## src/rtl/tx_hold_fifo.sv

```systemverilog
// UART transmit holding register / FIFO: a single-entry holding register or a
// DEPTH-entry circular FIFO feeding the transmit shift register.
module tx_hold_fifo #(
   parameter int DATA_WIDTH = 8,
   parameter int DEPTH      = 16
) (
   input  logic                    pclk,
   input  logic                    presetn,
   input  logic                    wr_en,
   input  logic [DATA_WIDTH-1:0]   wdata,
   input  logic                    fifo_en,
   input  logic                    fifo_clr,
   input  logic                    tsr_load,
   input  logic                    not_op,
   output logic [DATA_WIDTH-1:0]   tsr_data,
   output logic                    thre,
   output logic                    temt,
   output logic                    full,
   output logic [$clog2(DEPTH):0]  count,
   output logic                    ovr_err,
   output logic                    thre_int
);

   localparam int AW = $clog2(DEPTH);
   localparam logic [AW:0] CAP_FIFO = (AW+1)'(DEPTH);
   localparam logic [AW:0] CAP_HOLD = (AW+1)'(1);

   logic [DATA_WIDTH-1:0] r_mem [DEPTH];
   logic [AW-1:0]         r_wr_ptr;
   logic [AW-1:0]         r_rd_ptr;
   logic [AW:0]           r_count;
   logic                  r_fifo_en_q;
   logic                  r_ovr_err;
   logic                  r_thre_int;

   logic [AW:0]           w_cap;
   logic [AW:0]           w_count_nxt;
   logic                  w_full;
   logic                  w_empty;
   logic                  w_flush;
   logic                  w_pop;
   logic                  w_push;
   logic                  w_drop;

   // Capacity follows the sampled mode; in the one cycle where the input
   // differs from it the implicit flush wins, so count never exceeds capacity.
   always_comb begin
      w_cap       = r_fifo_en_q ? CAP_FIFO : CAP_HOLD;
      w_full      = (r_count == w_cap);
      w_empty     = (r_count == '0);
      w_flush     = fifo_clr | (fifo_en != r_fifo_en_q);
      w_pop       = tsr_load & ~w_empty & ~w_flush;
      w_push      = wr_en & (~w_full | w_pop) & ~w_flush;
      w_drop      = wr_en & w_full & ~w_pop & ~w_flush;
      w_count_nxt = r_count;
      if (w_flush) begin
         w_count_nxt = '0;
      end else begin
         w_count_nxt = r_count + (AW+1)'(w_push) - (AW+1)'(w_pop);
      end
   end

   always_ff @(posedge pclk) begin
      if (!presetn) begin
         r_wr_ptr    <= '0;
         r_rd_ptr    <= '0;
         r_count     <= '0;
         r_fifo_en_q <= 1'b0;
         r_ovr_err   <= 1'b0;
         r_thre_int  <= 1'b0;
      end else begin
         r_fifo_en_q <= fifo_en;
         r_count     <= w_count_nxt;
         r_ovr_err   <= w_drop;
         r_thre_int  <= ~w_empty & (w_count_nxt == '0);
         if (w_flush) begin
            r_wr_ptr <= '0;
            r_rd_ptr <= '0;
         end else begin
            if (w_push) r_wr_ptr <= r_wr_ptr + AW'(1);
            if (w_pop)  r_rd_ptr <= r_rd_ptr + AW'(1);
         end
      end
   end

   // Storage has no reset; pointers and count alone define validity.
   always_ff @(posedge pclk) begin
      if (presetn && w_push) begin
         r_mem[r_wr_ptr] <= wdata;
      end
   end

   assign tsr_data = r_mem[r_rd_ptr];
   assign thre     = w_empty;
   assign temt     = w_empty & not_op;
   assign full     = w_full;
   assign count    = r_count;
   assign ovr_err  = r_ovr_err;
   assign thre_int = r_thre_int;

endmodule

```

## config.mk

```make
export PLATFORM = sky130hd
export DESIGN_NAME = tx_hold_fifo
export DESIGN_NICKNAME = d
export VERILOG_FILES = /design/src/rtl/tx_hold_fifo.sv
export SDC_FILE = /design/constraint.sdc
export NUM_CORES = 1
export LEC_CHECK = 0
export CAP_MARGIN = 0
export CORE_UTILIZATION = 50
export DETAILED_ROUTE_END_ITERATION = 10
export PLACE_DENSITY_LB_ADDON = 0.1
export SYNTH_ARGS = -nofsm -noshare
export SYNTH_HDL_FRONTEND = slang
export SYNTH_SLANG_ARGS = --single-unit
```

## constraint.sdc

```tcl
create_clock -name pclk -period 3.3 [get_ports pclk]
set_input_delay 0.495 -clock pclk [delete_from_list [all_inputs] [get_ports pclk]]
set_output_delay 0.495 -clock pclk [all_outputs]
set_load 0.03 [all_outputs]
```

==> results_dict.tcl <==
set metrics [dict create \
    worstMarginPinSlew_ns 0.600 \
    synth.yosys.warnings 0 \
    clk_pin_slew_worst_paths_ns 0.06 \
    clock.fmax_mhz 311 \
    portBuffers 32 \
    ys_seq_elements 148 \
    powerDensity_nw_per_um2 564 \
    initial_core_util_pct 51.6 \
    antenna-diode-count 0 \
    wl_per_cell_um 21.3 \
    cp_slowest_stage_delay_ns 0.61 \
    grt.total_usage_pct 20.6 \
    cp.required_ns 2.80 \
    netlist_area_um2 5920 \
    min_from "r_rd_ptr[2]" \
    synth_enable_flop_cells 128 \
    relSlewSlack_pct 59.9 \
    ctsResizeCount 0 \
    cp.depth 4 \
    fin_crit_ns 3.21 \
    antenna_found_initial 0 \
    cp_common_cell "mux4_2" \
    num_vias 2970 \
    synth_cell_types 36 \
    avgSynthCellArea_um2 18.9 \
    endpoint "tsr_data[1]" \
    maxSlewViolCount 0 \
    io_pins 33 \
    crit_type "reg2out" \
    crit_arrival_ns 2.72 \
    avgViaCountPerCell 5.55 \
    worstSkewPairLatency_ns 0.43 \
    fin_util_pct 63.0 \
    synth_area_leaders "edfxtp_1 (65%), mux4_2 (15%), dfxtp_1 (6.8%)" \
    grt_pass1_wl_um 18000 \
    cts.sinks 148 \
    yosysTopAreaCellShare_pct 65.0 \
    cp_top_family "multiplexers" \
    vdd_ir_drop_max_uv 463 \
    reg2reg_slack_ns 0.32 \
    cts_tree "done" \
    ant_nets 0 \
    cp_slowest_cell "clkdlybuf4s50_1" \
    rsz0062_at_grt "false" \
    drive_gt1_share_pct 26.8 \
    r2r-start "count[3]" \
    mostFrequentLayoutCells "edfxtp_1 (128), mux4_2 (40), clkdlybuf4s50_1 (30)" \
    ctsLongestPathBuffers 2 \
    drt-initial-drc-count 222 \
    finalNetCount 406 \
    maxCapViolations 0 \
    die_x_um 111 \
    fp-row-count 39 \
    coreArea_um2 11500 \
    wl_um 11400 \
    hpwl_um 7450 \
    syn_nets 340 \
    synth_top_cell_by_area "edfxtp_1" \
    r2r-end "thre_int" \
    crit_path_start_kind "register" \
    cp.buffers_inverters 2 \
    cts_hold_buf 0 \
    dr.pass1.iters 5 \
    setup_viol 0 \
    p_leak_nw 2.38 \
    netlist_instances 313 \
    grt_max_degree 33 \
    end_kind "primary output" \
    run_status "finished clean" \
    yosysSeqAreaShare_pct 71.7 \
    final_common_cell "edfxtp_1" \
    grt_pass1_vias 3120 \
    cts_inserted_buffers 17 \
    drc_errors 0 \
    htreeDepth 4 \
    ys.flop_type "edfxtp_1" \
    gp_congestion 0.808 \
    die_h_um 111 \
    hold_path_class "reg2reg" \
    worstPathMaxFanout 32 \
    fin_crit_sh_pct 97.4 \
    fp.dieArea_um2 12300 \
    crit_chain "buf_12 -> mux4_2 -> mux4_2 -> clkdlybuf4s50_1" \
    grt_overflow_total 0 \
    hold_viol 0 \
    async_reset_ff_share_pct 0 \
    syn_to_final_growth_pct 22.1 \
    cts_setup_buffers 0 \
    cts-root-buf "clkbuf_16" \
    clock_skew_ns 0.0112 \
    worst-r2r-cell-count 14 \
    tns_ns 0 \
]
[per-stage QoR]
step | total power [mW] | hold WS, ns | worst slack, ns | instances | instance area, µm²
after floorplan | 2.11 | 0.459 | 0.129 | 313 | 5920
after global placement | 2.17 | 0.487 | 0.117 | 503 | 6600
after detailed placement | 2.17 | 0.503 | 0.0844 | 503 | 6600
after CTS | 4.11 | 0.517 | 0.0266 | 535 | 7220
after global routing | 4.19 | 0.546 | 0.00825 | 535 | 7230
final | 4.07 | 0.513 | 0.0851 | 535 | 7230
[worst min path at each step]
| stage | to | cells after the start |
|---|---|---|
| after floorplan | register | 2 |
| after global placement | r_rd_ptr[3] | 2 |
| after detailed placement | r_rd_ptr[2] | 2 |
| after CTS | r_rd_ptr[2] | 2 |
| after global routing | r_rd_ptr[2] | 2 |
| final | r_rd_ptr[2] | 2 |
[power breakdown]
part           total, mW  internal (mW)  switching (mW)
combinational     0.0906         0.0379          0.0528
clock               1.95           1.21           0.734
sequential          2.04           2.04         0.00247
total               4.07           3.29           0.789
[synthesized netlist by cell type, types with 2 or more instances]
| library cell | count |
|---|---|
| xor2_1 | 3 |
| xnor2_1 | 2 |
| a21o_1 | 2 |
| a21oi_1 | 8 |
| nand2b_1 | 4 |
| mux4_2 | 40 |
| ha_1 | 11 |
| nand4_1 | 5 |
| mux2i_1 | 3 |
| a211oi_1 | 2 |
| nor3_1 | 5 |
| clkbuf_1 | 8 |
| buf_2 | 4 |
| buf_1 | 2 |
| nand3_1 | 3 |
| or3_1 | 3 |
| inv_1 | 9 |
| o21ai_0 | 3 |
| dfxtp_1 | 20 |
| and2_1 | 5 |
| nand2_1 | 12 |
| nor3b_1 | 2 |
| nor2_1 | 17 |
| edfxtp_1 | 128 |
[cell families (layout without fill, tap and decap cells)]
group	Yosys count	count (layout)	share of synthesized area, %
flip-flops	148	148	71.7
AND/OR/NAND/NOR	62	62	5.50
multiplexers	44	44	15.9
buffers and inverters	24	103	1.61
AO/OA/AOI/OAI	18	18	1.84
adder cells (fa/ha/maj)	12	12	2.66
XOR/XNOR	5	5	0.740
[area by class of cell]
class                           count  area (µm²)
Clock inverter                      8        83.8
Inverter                           10        37.5
Sequential cell                   148        4250
Multi-Input combinational cell    141        1580
Fill cell                         803        4240
Timing Repair Buffer               61         568
Clock buffer                       24         534
Tap cell                          143         179
[routing by layer]
layer  routed length (µm)  GRT usage [%]  part of all wire, %  up-vias
met5                    0              0                    0        -
met4                  218           8.62                  1.9        0
met3                  621           6.40                  5.4       15
met2                 5600           31.8                   49       60
met1                 4970           27.4                   44     1512
li1                     -              -                    -     1383
[worst reg2reg max path: cells and delay by family, from the launching register on]
family / cells / cell delay (ns)
buffers and inverters: 4 / 0.26
XOR/XNOR: 1 / 0.21
AND/OR/NAND/NOR: 3 / 0.70
adder cells (fa/ha/maj): 4 / 1.03
flip-flops: 1 / 0.34
AO/OA/AOI/OAI: 2 / 0.36
[flip-flops by register name (all words and copies together), names as in the netlist, named ones only]
| signal | count |
|---|---|
| r_rd_ptr | 4 |
| r_wr_ptr | 4 |
| r_mem | 128 |
| thre_int | 1 |
| ovr_err | 1 |
| r_fifo_en_q | 1 |
| count | 5 |
(Power assumes the default switching activity.)
